File: config.mk
export PLATFORM = sky130hd
export DESIGN_NAME = iterative_divide
export DESIGN_NICKNAME = d
export VERILOG_FILES = /design/src/rtl/iterative_divide.sv
export SDC_FILE = /design/constraint.sdc
export NUM_CORES = 1
export LEC_CHECK = 0
export ABC_CLOCK_PERIOD_IN_PS = 3000
export CAP_MARGIN = 15
export CORE_AREA = 2 2 109 111
export DETAILED_ROUTE_END_ITERATION = 7
export DIE_AREA = 0 0 111 113
export DONT_BUFFER_PORTS = 1
export MAX_ROUTING_LAYER = met4
export PLACE_DENSITY_LB_ADDON = 0.12
export SLEW_MARGIN = 0
export SYNTH_ARGS = -nofsm -noshare
export SYNTH_HDL_FRONTEND = slang
export SYNTH_SLANG_ARGS = --single-unit
export TNS_END_PERCENT = 1
File: constraint.sdc
create_clock -name clock -period 3 [get_ports clock]
set_clock_uncertainty 0.05 [all_clocks]
set_input_delay 0.6 -clock clock [delete_from_list [all_inputs] [get_ports clock]]
set_output_delay 0.6 -clock clock [all_outputs]
set_load 0.02 [all_outputs]
File: src/rtl/iterative_divide.sv
// iterative_divide
//   Multi-cycle radix-2 restoring divider. It returns dividend/divisor as an
//   unsigned Q0.OUT_WIDTH fraction and carries an opaque tag from request to
//   result.
//
// Build option:
//   ITERATIVE_DIVIDE_ROUND_EN - compute one guard bit and round half-up.
//     When the rounding increment would overflow, the quotient clamps to all
//     ones and saturated is set. Normal-path latency becomes OUT_WIDTH+1.
//     Without the macro the quotient is truncated and the latency is
//     OUT_WIDTH.
//
// Handshake (both sides): a transfer occurs on a rising clock edge where
//   valid && ready. in_ready is high only in IDLE and out_valid is high only
//   in DONE. The upstream holds its request until in_ready. While
//   out_valid && !out_ready, all result outputs hold stable.
//
// Ports:
//   clock       system clock, rising edge
//   reset       synchronous, active-high
//   in_valid    request valid
//   in_ready    block can accept a request (IDLE)
//   dividend    numerator, WIDTH bits, unsigned
//   divisor     denominator, WIDTH bits, unsigned
//   in_tag      request tag
//   out_valid   result valid (DONE)
//   out_ready   consumer accepts the result
//   quotient    floor(dividend*2^OUT_WIDTH/divisor), saturated to all ones
//   out_tag     tag of the result
//   saturated   dividend >= divisor (or rounding overflow); quotient all ones
//   div_by_zero divisor was zero; quotient all ones
//
// The FSM state is available as the internal signal 'state' (state_t).
module iterative_divide #(
    parameter int WIDTH     = 16,
    parameter int OUT_WIDTH = 16,
    parameter int TAG_WIDTH = 4
) (
    input  logic                 clock,
    input  logic                 reset,
    input  logic                 in_valid,
    output logic                 in_ready,
    input  logic [WIDTH-1:0]     dividend,
    input  logic [WIDTH-1:0]     divisor,
    input  logic [TAG_WIDTH-1:0] in_tag,
    output logic                 out_valid,
    input  logic                 out_ready,
    output logic [OUT_WIDTH-1:0] quotient,
    output logic [TAG_WIDTH-1:0] out_tag,
    output logic                 saturated,
    output logic                 div_by_zero
);

`ifdef ITERATIVE_DIVIDE_ROUND_EN
    localparam int ITER = OUT_WIDTH + 1;
`else
    localparam int ITER = OUT_WIDTH;
`endif
    localparam int CW = $clog2(ITER + 1);

    typedef enum logic [1:0] {
        IDLE = 2'd0,
        BUSY = 2'd1,
        DONE = 2'd2
    } state_t;

    state_t state;
    state_t state_next;

    logic [WIDTH:0]     rem;        // partial remainder, always < 2*divisor
    logic [WIDTH-1:0]   divisor_r;
    logic [ITER-1:0]    q_sr;       // quotient shift register
    logic [CW-1:0]      iter_cnt;

    logic               accept;
    logic               fast_zero;
    logic               fast_sat;
    logic               last_iter;

    logic [WIDTH:0]     rem_shift;
    logic               q_bit;
    logic [WIDTH:0]     rem_next;
    logic [ITER-1:0]    q_next;
    logic [OUT_WIDTH-1:0] q_final;
    logic               sat_final;

    assign accept    = in_valid && in_ready;
    assign fast_zero = (divisor == '0);
    assign fast_sat  = (dividend >= divisor);
    assign last_iter = (state == BUSY) && (iter_cnt == CW'(1));

    // One restoring step. rem < divisor on entry, so the shift never loses
    // a set bit and the compare fits in WIDTH+1 bits.
    always_comb begin
        rem_shift = rem << 1;
        q_bit     = (rem_shift >= {1'b0, divisor_r});
        rem_next  = q_bit ? (rem_shift - {1'b0, divisor_r}) : rem_shift;
        q_next    = (q_sr << 1) | ITER'(q_bit);
    end

`ifdef ITERATIVE_DIVIDE_ROUND_EN
    // LSB of q_next is the guard bit; add it to the truncated quotient.
    logic [OUT_WIDTH-1:0] q_trunc;
    logic                 guard;
    logic                 round_ovf;
    always_comb begin
        q_trunc   = q_next[ITER-1:1];
        guard     = q_next[0];
        round_ovf = guard && (&q_trunc);
        q_final   = round_ovf ? '1 : (q_trunc + OUT_WIDTH'(guard));
        sat_final = round_ovf;
    end
`else
    always_comb begin
        q_final   = q_next[OUT_WIDTH-1:0];
        sat_final = 1'b0;
    end
`endif

    // State register.
    always_ff @(posedge clock) begin
        if (reset) begin
            state <= IDLE;
        end else begin
            state <= state_next;
        end
    end

    // Next-state and handshake decode.
    always_comb begin
        state_next = state;
        in_ready   = 1'b0;
        out_valid  = 1'b0;
        case (state)
            IDLE: begin
                in_ready = 1'b1;
                if (in_valid) begin
                    if (fast_zero || fast_sat) begin
                        state_next = DONE;
                    end else begin
                        state_next = BUSY;
                    end
                end
            end
            BUSY: begin
                if (iter_cnt == CW'(1)) begin
                    state_next = DONE;
                end
            end
            DONE: begin
                out_valid = 1'b1;
                if (out_ready) begin
                    state_next = IDLE;
                end
            end
            default: begin
                state_next = IDLE;
            end
        endcase
    end

    // Datapath and result registers.
    always_ff @(posedge clock) begin
        if (reset) begin
            rem         <= '0;
            divisor_r   <= '0;
            q_sr        <= '0;
            iter_cnt    <= '0;
            quotient    <= '0;
            out_tag     <= '0;
            saturated   <= 1'b0;
            div_by_zero <= 1'b0;
        end else if (accept) begin
            rem       <= {1'b0, dividend};
            divisor_r <= divisor;
            q_sr      <= '0;
            iter_cnt  <= CW'(ITER);
            out_tag   <= in_tag;
            if (fast_zero) begin
                quotient    <= '1;
                saturated   <= 1'b0;
                div_by_zero <= 1'b1;
            end else if (fast_sat) begin
                quotient    <= '1;
                saturated   <= 1'b1;
                div_by_zero <= 1'b0;
            end else begin
                saturated   <= 1'b0;
                div_by_zero <= 1'b0;
            end
        end else if (state == BUSY) begin
            rem      <= rem_next;
            q_sr     <= q_next;
            iter_cnt <= iter_cnt - CW'(1);
            if (last_iter) begin
                quotient  <= q_final;
                saturated <= sat_final;
            end
        end
    end

endmodule

* Yosys cells after proc, flatten, opt, wreduce, memory -nomap -nowiden
Cells that the tools add are included.
** Storage, ports and cells
- Memories :: 0
- Logic and storage cells :: 56
- Latch bits :: 0
- Output and inout port bits :: 24
- Register bits after elaboration :: 76
- Input bits :: 40
- Memory bits (writable) :: 0
- ROM bits :: 0
** Cells by class
- Shift operators :: 0
- Divide/modulo/power cells :: 0
- $lt $le $gt $ge :: 2
- Bitwise operators :: 1
- Reduce and logical (&&, ||, !) cells :: 11
- Mux-type cells :: 23
- $add $sub $neg :: 2
- Eq/ne operators :: 7
- Multiply operators :: 0
** Operator list (count)
- $mux W16 :: 8
- $ge A17 B16 Y1 :: 1
- $ge A16 B16 Y1 :: 1
- $logic_not A16 Y1 :: 1
- $or A16 B1 Y16 :: 1
- $sub A16 B16 Y16 :: 1
- $mux W5 :: 2
- $mux W1 :: 8
- $mux W2 :: 4
- $ne A2 B2 Y1 const B :: 3
- $pmux W2 S3 :: 1
- $reduce_and A3 Y1 :: 2
- $eq A5 B1 Y1 const B :: 1
- $sub A5 B1 Y5 const B :: 1
- $reduce_bool A2 Y1 :: 2
- $ne A3 B1 Y1 const B :: 1
- $eq A2 B1 Y1 const B :: 1
- $eq A2 B2 Y1 const B :: 1
- $logic_and A1 B1 Y1 :: 2
- $logic_not A2 Y1 :: 1
- $reduce_and A2 Y1 :: 1
- $reduce_or A2 Y1 :: 1
- $logic_or A1 B1 Y1 :: 1

* Logic depth before layout (Yosys ltp)
Gate-level depths: netlist of run 1.
- Depth in word-level cells :: 5
- Depth in mapped cells :: 11
- Depth with buffers taken out :: 10

* Worst setup path before layout of run 1
OpenSTA, ideal clock, no wires.
- Kind :: input port to flip-flop
- Start :: input port divisor[9]
- End :: register quotient[10]
- Required time :: 2.813 ns
- Slack :: 0.708 ns
- Stages on the path :: 10
- Path buffers :: 2
- Arrival :: 2.105 ns
- Setup time :: 0.137 ns
- Cells stage by stage :: inv_1 ha_1 a21o_1 a21oi_1 nor3b_1 o31a_1 buf_4 buf_4 nor3_1 nor3_2
** On the way
- Longest elaborated chain between the ends :: 3
- Elaborated cells on any way between the ends :: 6
** Ends and longest elaborated chain
- start, declared :: RTL line 44 : input logic [WIDTH-1:0] divisor,
- $ge A16 B16 Y1 / $logic_not A16 Y1 (equally long branches) :: RTL line 89, 88
- $ne A3 B1 Y1 (no source line) / $mux W16 (equally long branches)
- $reduce_and A3 Y1 (no source line) / $mux W16 (equally long branches)
- end signal, assigned :: RTL line 196 : quotient <= q_final;
- end, declared :: RTL line 48 : output logic [OUT_WIDTH-1:0] quotient,
Several ways; a longest one is shown, not always the timed one.
A chain may end at the register's enable or synchronous reset.

* Worst setup path in the final report of run 1
- Start :: register divisor_r[3]
- End :: register rem[7]
** On the way
- Longest elaborated chain between the ends :: 4
- Elaborated cells on any way between the ends :: 5
** Ends and longest elaborated chain
- start, declared :: RTL line 71 : logic [WIDTH-1:0] divisor_r;
- start signal, assigned :: RTL line 175 : divisor_r <= divisor;
- $sub A16 B16 Y16 / $ge A17 B16 Y1 (equally long branches) :: RTL line 97, 96
- $mux W16 * :: RTL line 97 : rem_next = q_bit ? (rem_shift - {1'b0, divisor_r}) : rem_shift;
- $mux W16 * :: RTL line 191 : end else if (state == BUSY) begin
- $mux W16 * :: RTL line 173 : end else if (accept) begin
- end signal, assigned :: RTL line 174 : rem <= {1'b0, dividend};
- end signal, assigned :: RTL line 192 : rem <= rem_next;
- end, declared :: RTL line 70 : logic [WIDTH:0] rem;
Every way passes the cells marked *; elsewhere a longest branch is shown, timed or not. The select of a mux whose other input is x is not followed.

==> results of run 1 <==
[path summary, 6_finish.rpt]
kind / slack (ns) / from / cells past startpoint / to
worst max register to register: 0.32 / divisor_r[3]$_SDFFE_PP0P_ / 10 / rem[7]$_SDFFE_PP0P_
worst max-delay path: 0.32 / divisor_r[3]$_SDFFE_PP0P_ / 10 / rem[7]$_SDFFE_PP0P_
worst min register to register: 0.40 / divisor_r[8]$_SDFFE_PP0P_ / 2 / divisor_r[8]$_SDFFE_PP0P_
worst min-delay path: 0.27 / reset / 1 / quotient[10]$_SDFFE_PP0P_
[layer usage]
layer / GRT usage / wire length (µm) / vias up / share of wire
met1: 0.265 / 5580 / 1808 / 0.48
met3: 0.0428 / 870 / 11 / 0.074
met5: - / 0 / - / 0
met4: 0.0750 / 161 / 0 / 0.014
met2: 0.304 / 5130 / 105 / 0.44
li1: - / - / 1945 / -
[where the power goes]
part / switching (mW) / internal [mW]
Clock: 0.441 / 0.777
Combinational: 1.45 / 1.12
Sequential: 0.201 / 1.19
[cell families after synthesis]
group           synth area share
simple gates               0.243
compound gates             0.198
flops                      0.341
buf+inv                   0.0704
fa+ha+maj                 0.0999
xor+xnor                  0.0295
mux                       0.0180
[metrics by stage]
| stage | util | instance area [µm²] | hold slack (ns) |
|---|---|---|---|
| 2_1_floorplan | - | 4460 | 0.386 |
| 3_3_place_gp | 0.406 | 4580 | 0.389 |
| 3_5_place_dp | 0.406 | 4580 | 0.392 |
| 4_1_cts | 0.436 | 4910 | 0.255 |
| 5_1_grt | 0.436 | 4910 | 0.258 |
| 6_report | 0.436 | 4910 | 0.270 |
[registers in the layout, summed over array words and instances (netlist names)]
signal,flops
divisor_r,16
quotient,16
rem,16
q_sr,15
iter_cnt,5
out_tag,4
state,2
div_by_zero,1
saturated,1
[layout make-up]
type | count | area, µm²
Sequential cell | 76 | 1520
Clock buffer | 11 | 253
Tap cell | 143 | 179
Clock inverter | 5 | 82.6
Multi-Input combinational cell | 418 | 2620
Inverter | 36 | 135
Fill cell | 1148 | 6360
Timing Repair Buffer | 16 | 120
[synth_stat cells, types with 2 or more instances]
library cell / count
a221oi_1: 2
nor4_2: 2
a21oi_4: 2
nand4_1: 3
xor2_1: 8
o31ai_1: 2
o21a_1: 3
and2_1: 2
buf_6: 3
buf_4: 3
o211ai_1: 3
a31o_2: 3
ha_1: 34
nand2_1: 93
nand2b_1: 8
mux2i_1: 8
inv_1: 36
o21ai_0: 10
a21oi_1: 56
buf_1: 2
nand3_1: 7
a21o_1: 9
nor2_1: 49
o21bai_1: 2
clkbuf_1: 20
a31oi_1: 2
nor3_1: 32
or3_1: 2
dfxtp_1: 76
buf_2: 4
nor3_2: 9
o22ai_1: 8
a211oi_1: 2
o32ai_1: 2
nor4_1: 6
a22oi_1: 11
xnor2_1: 7
nor2b_1: 5
o21ai_1: 4
==> summary.md, run 1 <==
| Metric | Value |
|---|---|
| Outcome | complete, no violations |
| HP Class | in2reg |
| Worst Path Arrival | 2.86 ns |
| Pwr dens | 1050 nW/µm² |
| Cell count after synthesis | 563 |
| Max-slew headroom | 0.465 |
| Syn nets | 638 |
| Tmin final | 2.68 ns |
| CP max-delay cell | a31oi_4 |
| Vias in the first global route | 3743 |
| Iter 0 DRT Violations | 269 |
| Worst path cell trace | inv_1 > ha_1 > o21ai_1 > a21oi_1 > o2111ai_1 > a31oi_4 > buf_4 > mux2i_1 > a21oi_1 > a21o_1 |
| Die width | 111 µm |
| Clock slew at reported path FFs | 0.06 ns |
| Detailed-router iteration count before antenna repair | 4 |
| Final ANT Viol Nets | 0 |
| Pin slew with the least headroom to its limit | 0.803 ns |
| Worst Slack Setup Final | 0.323 ns |
| Initial antenna violation count | 0 |
| CP most frequent cell | a21oi_1 |
| Final cell count without fillers | 705 |
| Ports | 64 |
| Synth cell types | 62 |
| P&R area growth vs syn | 10.2% |
| Sequential area share after synthesis | 0.341 |
| Pre-CTS setup slack | 0.347 ns |
| CP max FO | 9 |
| Post-synthesis async set-or-reset flop share | 0 |
| Sink Count | 76 |
| Worst Path Buf+Inv | 2 |
| Hpwl dp | 8710 µm |
| Crit path max-delay family | compound AO/OA/AOI/OAI gates |
| Maximum root-to-sink buffer count | 2 |
| Largest net degree at the start of global routing | 59 |
| Critical Path End Type | flip-flop |
| Setup CP Type | reg2reg |
| DR vias/cell | 5.49 |
| Tot Pwr | 5.18 mW |
| YS warnings | 0 |
| Initial Utilization | 0.395 |
| Commonest non-fill, non-tap cell in the layout | nand2_1 |
| Root Buffer | clkbuf_16 |
| Placed cell count | 689 |
| Synth Flop Type | dfxtp_1 |
| Post CTS Setup Buffer Count | 0 |
| Top cell type's share of synthesized area | 0.341 |
| Leakage power | 1.99 nW |
| Final Setup Violations | 0 |
| CP max stage delay | 0.44 ns |
| Total GRT Usage | 0.201 |
| CTS tree | built |
| Layout cells sized above 1 | 0.0979 |
| CP Launch Type | flip-flop |
| # hold bufs at CTS | 0 |
| GPL Wtd Cong | 0.879 |
| Setup TNS Final | 0 ns |
| Yosys reg bits | 76 |
| Final Slew Violations | 0 |
| # diodes | 0 |
| Grt ovf | 0 |
| Htree depth | 3 |
| Row count | 39 |
| Commonest non-fill, non-tap cells in the layout | nand2_1, dfxtp_1, a21oi_1 |
| Avg Inst Size Synth | 7.92 µm² |
| Maximum operating frequency | 0.374 GHz |
| Ranking of synthesized cells by area | dfxtp_1, ha_1, nand2_1 |
| RSZ-0062 raised after global routing | no |
| Vias | 3869 |
| Routed WL | 11700 µm |
| Max rail drop VDD | 381 µV |
| Clk_lat worst skew | 0.35 ns |
| Largest area contributor in the netlist | dfxtp_1 |
| Core ar. | 11300 µm² |
| Inserted Clock Buffers | 9 |
| Mapped Area | 4460 µm² |
| Final hold vios | 0 |
| Final period util | 0.892 |
| Cts repair resizes | 0 |
| First-pass GRT wire length | 19400 µm |
| DRC viols | 0 |
| PortBufs | 0 |
| WL/cell | 16.7 µm |
| Die H | 113 µm |
| Number of synthesized flops with an enable pin | 0 |
| Fin nets | 632 |
| Total die area | 12500 µm² |
| Max Cap Viol | 0 |
| CP required | 3.19 ns |
Note: power is estimated with default switching activity, not from simulation.
==> run 2, diff against run 1 <==
- ABC_CLOCK_PERIOD_IN_PS: 3000 -> 3100
- CTS_CLUSTER_SIZE: not set -> 25
- SLEW_MARGIN: 0 -> 20
- clock period: 3 -> 3.1 ns (I/O delays scaled with it)
==> summary.md, run 2 (same netlist as run 1, synthesis figures left out) <==
| Metric | Value |
|---|---|
| DR vias/cell | 5.46 |
| Grt ovf | 0 |
| Total area of sequential cells | 1520 µm² |
| Fill count | 1173 |
| CP required | 3.29 ns |
| Die width | 111 µm |
| Setup TNS Final | 0 ns |
| CTS tree | built |
| Pin slew with the least headroom to its limit | 0.782 ns |
| Hold_sp | reset |
| Total die area | 12500 µm² |
| Tmin final | 2.68 ns |
| Outcome | complete, no violations |
| Pre-CTS setup slack | 0.438 ns |
| Core ar. | 11300 µm² |
| # diodes | 0 |
| Post CTS Setup Buffer Count | 0 |
| Final period util | 0.865 |
| First-pass GRT wire length | 19400 µm |
| # hold bufs at CTS | 0 |
| Commonest non-fill, non-tap cells in the layout | nand2_1, dfxtp_1, a21oi_1 |
| Clk_lat worst skew | 0.34 ns |
| Iter 0 DRT Violations | 297 |
| Root Buffer | clkbuf_16 |
| Max-slew headroom | 0.478 |
| Fin nets | 630 |
| HP Class | in2reg |
| Commonest non-fill, non-tap cell in the layout | nand2_1 |
| Leakage power | 1.95 nW |
| RSZ-0062 raised after global routing | no |
| CP max FO | 9 |
| Initial antenna violation count | 0 |
| WL/cell | 16.5 µm |
| Reg2reg start | divisor_r[3]$_SDFFE_PP0P_ |
| Final cell count without fillers | 703 |
| Maximum root-to-sink buffer count | 2 |
| Leading registers by flop count | divisor_r (16), quotient (16), rem (16) |
| Vias | 3836 |
| Vias in the first global route | 3810 |
| Pwr dens | 992 nW/µm² |
| Final ANT Viol Nets | 0 |
| Clock slew at reported path FFs | 0.06 ns |
| Largest net degree at the start of global routing | 59 |
| Critical Path End Type | flip-flop |
| Max rail drop VDD | 314 µV |
| Reg2reg end | rem[7]$_SDFFE_PP0P_ |
| Ports | 64 |
| GPL Wtd Cong | 0.928 |
| Multi-input combinational cell area | 2620 µm² |
| Setup CP Type | reg2reg |
| Routed WL | 11600 µm |
| Total GRT Usage | 0.199 |
| R2R Setup Slk | 0.42 ns |
| Initial Utilization | 0.395 |
| Inserted Clock Buffers | 9 |
| Max Cap Viol | 0 |
| Final Setup Violations | 0 |
| Layout cells sized above 1 | 0.0929 |
| Worst Hold Endpoint | quotient[3]$_SDFFE_PP0P_ |
| Placed cell count | 687 |
| Cts repair resizes | 0 |
| Sink Count | 76 |
| Htree depth | 3 |
| Maximum operating frequency | 0.373 GHz |
| Final hold vios | 0 |
| Worst Path Arrival | 2.87 ns |
| Reg2reg path depth | 10 |
| Final Slew Violations | 0 |
| Die H | 113 µm |
| Hpwl dp | 8720 µm |
| CP Launch Type | flip-flop |
| PortBufs | 0 |
| Worst Slack Setup Final | 0.418 ns |
| P&R area growth vs syn | 8.39% |
| WHS Path Cells | 1 |
| DRC viols | 0 |
| Detailed-router iteration count before antenna repair | 4 |
| Row count | 39 |
run 2: cell types whose count changed in the layout (fill, tap and decap cells not counted):
cell | before | now
buf_4 | 16 | 14
bufinv_16 | 2 | 0
clkbuf_8 | 2 | 0
clkinv_2 | 1 | 3
clkbuf_1 | 0 | 1
clkinvlp_4 | 0 | 1
run 2: per-stage QoR:
step	utilization	area, µm²	hold WS (ns)	total power [mW]
after floorplan	-	4460	0.386	3.39
after global placement	0.405	4560	0.388	3.82
after detailed placement	0.405	4560	0.394	3.82
after CTS	0.429	4830	0.281	4.81
after global routing	0.429	4830	0.283	5.17
final	0.429	4830	0.297	4.79
run 2: cell type report:
class | count | share of cell area
Multi-Input combinational cell | 418 | 0.543
Sequential cell | 76 | 0.315
Tap cell | 143 | 0.0370
Clock inverter | 6 | 0.00829
Timing Repair Buffer | 14 | 0.0218
Clock buffer | 10 | 0.0474
Inverter | 36 | 0.0280
run 2: critical path, cell delays in order (launching register included):
cell,delay (ns)
dfxtp_1,0.33
inv_1,0.05
ha_1,0.36
o21ai_1,0.09
a21oi_1,0.33
o2111ai_1,0.26
a31oi_4,0.43
buf_4,0.24
mux2i_1,0.20
a21oi_1,0.09
a21o_1,0.16
run 2: how the worst max path moves through the flow:
stage,from,end,slack [ns],cells past startpoint
6_report,divisor_r[3]$_SDFFE_PP0P_,rem[7]$_SDFFE_PP0P_,0.42,10
5_1_grt,divisor_r[2]$_SDFFE_PP0P_,rem[15]$_SDFFE_PP0P_,0.25,10
4_1_cts,divisor_r[1]$_SDFFE_PP0P_,rem[7]$_SDFFE_PP0P_,0.42,10
3_5_place_dp,divisor_r[1]$_SDFFE_PP0P_,rem[7]$_SDFFE_PP0P_,0.44,10
3_3_place_gp,divisor_r[3]$_SDFFE_PP0P_,rem[7]$_SDFFE_PP0P_,0.44,10
2_1_floorplan,divisor[9],quotient[10]$_SDFFE_PP0P_,0.79,10
run 2: per-layer routing:
layer / part of all wire / vias up / wire [µm] / GRT usage
met5: 0 / - / 0 / -
met4: 0.015 / 0 / 177 / 0.0725
met3: 0.067 / 11 / 776 / 0.0445
met2: 0.43 / 96 / 4980 / 0.293
met1: 0.49 / 1794 / 5660 / 0.269
li1: - / 1935 / - / -
run 2: power breakdown:
part / switching [mW] / total [mW] / internal [mW]
sequential: 0.196 / 1.35 / 1.15
combinational: 1.39 / 2.47 / 1.08
clock: 0.429 / 0.970 / 0.542
total: 2.02 / 4.79 / 2.77
==> run 3, diff against run 2 <==
- ABC_CLOCK_PERIOD_IN_PS: 3100 -> 2300
- CORE_AREA: 2 2 109 111 -> 2 2 104 116
- DIE_AREA: 0 0 111 113 -> 0 0 106 118
- clock period: 3.1 -> 2.3 ns (I/O delays scaled with it)
==> summary.md, run 3 (same netlist as run 1, synthesis figures left out) <==
| Metric | Value |
|---|---|
| Outcome | complete, no violations |
| Final Slew Violations | 0 |
| Reg2reg start | divisor_r[3]$_SDFFE_PP0P_ |
| Layout cells sized above 1 | 0.215 |
| Final ANT Viol Nets | 0 |
| RSZ-0062 raised after global routing | yes |
| Core ar. | 11300 µm² |
| Largest net degree at the start of global routing | 59 |
| Pin slew with the least headroom to its limit | 0.575 ns |
| Total area of sequential cells | 1530 µm² |
| Row count | 41 |
| Multi-input combinational cell area | 2940 µm² |
| Total GRT Usage | 0.216 |
| Max-slew headroom | 0.617 |
| Reg2reg path depth | 11 |
| Critical Path End Type | flip-flop |
| # diodes | 0 |
| DRC viols | 0 |
| CTS tree | built |
| Grt ovf | 0 |
| Final hold vios | 0 |
| Vias in the first global route | 3956 |
| Final Cell Area | 5510 µm² |
| GPL Wtd Cong | 0.907 |
| Die H | 118 µm |
| CP max FO | 4 |
| WHS Path Cells | 1 |
| CP Launch Type | flip-flop |
| First-pass GRT wire length | 20800 µm |
| Leading registers by flop count | divisor_r (16), quotient (16), rem (16) |
| Setup CP Type | reg2reg |
| Fill count | 1101 |
| Vias | 4021 |
| Die width | 106 µm |
| WL/cell | 17.2 µm |
| Total die area | 12500 µm² |
| Hold_sp | reset |
| Clk_lat worst skew | 0.34 ns |
| Worst Hold Endpoint | quotient[7]$_SDFFE_PP0P_ |
| Leakage power | 2.18 nW |
| Sink Count | 76 |
| Final Setup Violations | 0 |
| Clock slew at reported path FFs | 0.06 ns |
| Final period util | 0.981 |
| Final hold slack | 0.128 ns |
| Hpwl dp | 9250 µm |
| Ports | 64 |
| Maximum operating frequency | 0.443 GHz |
| Routed WL | 12800 µm |
| Detailed-router iteration count before antenna repair | 4 |
| PortBufs | 0 |
| Initial antenna violation count | 0 |
| Reg2reg end | rem[15]$_SDFFE_PP0P_ |
| Commonest non-fill, non-tap cells in the layout | nand2_1, dfxtp_1, a21oi_1 |
| Worst Path Arrival | 2.41 ns |
| CP required | 2.45 ns |
| DR vias/cell | 5.40 |
| # hold bufs at CTS | 0 |
| Commonest non-fill, non-tap cell in the layout | nand2_1 |
| Crit path launch | divisor_r[3]$_SDFFE_PP0P_ |
| Inserted Clock Buffers | 9 |
| Initial Utilization | 0.393 |
| Iter 0 DRT Violations | 180 |
| Fin nets | 665 |
| Max rail drop VDD | 720 µV |
| Root Buffer | clkbuf_16 |
| Tmin final | 2.26 ns |
| Htree depth | 3 |
| R2R Setup Slk | 0.04 ns |
| Max Cap Viol | 0 |
| HP Class | in2reg |
| Maximum root-to-sink buffer count | 2 |
| Final core occ | 0.486 |
| Placed instance area | 4840 µm² |
| P&R area growth vs syn | 23.6% |
| Pwr dens | 1490 nW/µm² |
-- run 3: worst max path at each step --
stage	endpoint	slack, ns	cells after the start
final	rem[15]$_SDFFE_PP0P_	0.04	11
after global routing	rem[3]$_SDFFE_PP0P_	-0.03	11
after global placement	rem[8]$_SDFFE_PP0P_	-0.03	10
after detailed placement	rem[8]$_SDFFE_PP0P_	-0.09	10
after CTS	rem[5]$_SDFFE_PP0P_	-0.01	12
after floorplan	rem[12]$_SDFFE_PP0P_	0.02	9
-- run 3: layout make-up --
| cell class | instances | share of cell area |
|---|---|---|
| tap | 150 | 0.0341 |
| inverter | 36 | 0.0245 |
| multi-input combinational | 418 | 0.534 |
| clock inverter | 6 | 0.0118 |
| clock buffer | 10 | 0.0416 |
| sequential | 76 | 0.277 |
| timing repair buffer | 49 | 0.0772 |
-- run 3: timing repair --
| action | CTS | global route |
|---|---|---|
| cloned | 0 | 0 |
| gates resized for setup | 13 | 48 |
| buffers inserted | 3 | 1 |
| setup endpoints to repair | 16 | 17 |
| pin swaps | 5 | 15 |
| endpoints found under the hold margin | 0 | 0 |
-- run 3: stage by stage --
step | worst slack [ns] | total power, mW | instances | TNS [ns]
after floorplan | 0.0231 | 4.57 | 563 | 0
after detailed placement | -0.0872 | 5.81 | 725 | -0.801
after CTS | -0.0110 | 7.62 | 744 | -0.0295
after global routing | -0.0269 | 8.73 | 745 | -0.140
final | 0.0433 | 8.20 | 745 | 0
after global placement | -0.0269 | 5.76 | 725 | -0.170
-- run 3: critical path: stages, from the launching register on --
cell	delay, ns
dfxtp_2	0.33
inv_2	0.05
ha_4	0.26
buf_6	0.11
nand3_4	0.08
nor4_4	0.33
nor4_4	0.10
a31oi_4	0.22
buf_6	0.14
nor2_1	0.04
a221oi_1	0.27
o22ai_1	0.15
-- run 3: metal layers --
metal | track usage | wire (µm) | up-vias
met4 | 0.0707 | 243 | 0
met5 | - | 0 | -
li1 | - | - | 2003
met3 | 0.0476 | 677 | 23
met2 | 0.336 | 5940 | 112
met1 | 0.278 | 5960 | 1883
-- run 3: power by group --
part / switching (mW) / internal [mW]
sequential: 0.305 / 1.56
clock: 0.581 / 0.840
combinational: 2.43 / 2.49
total: 3.31 / 4.89
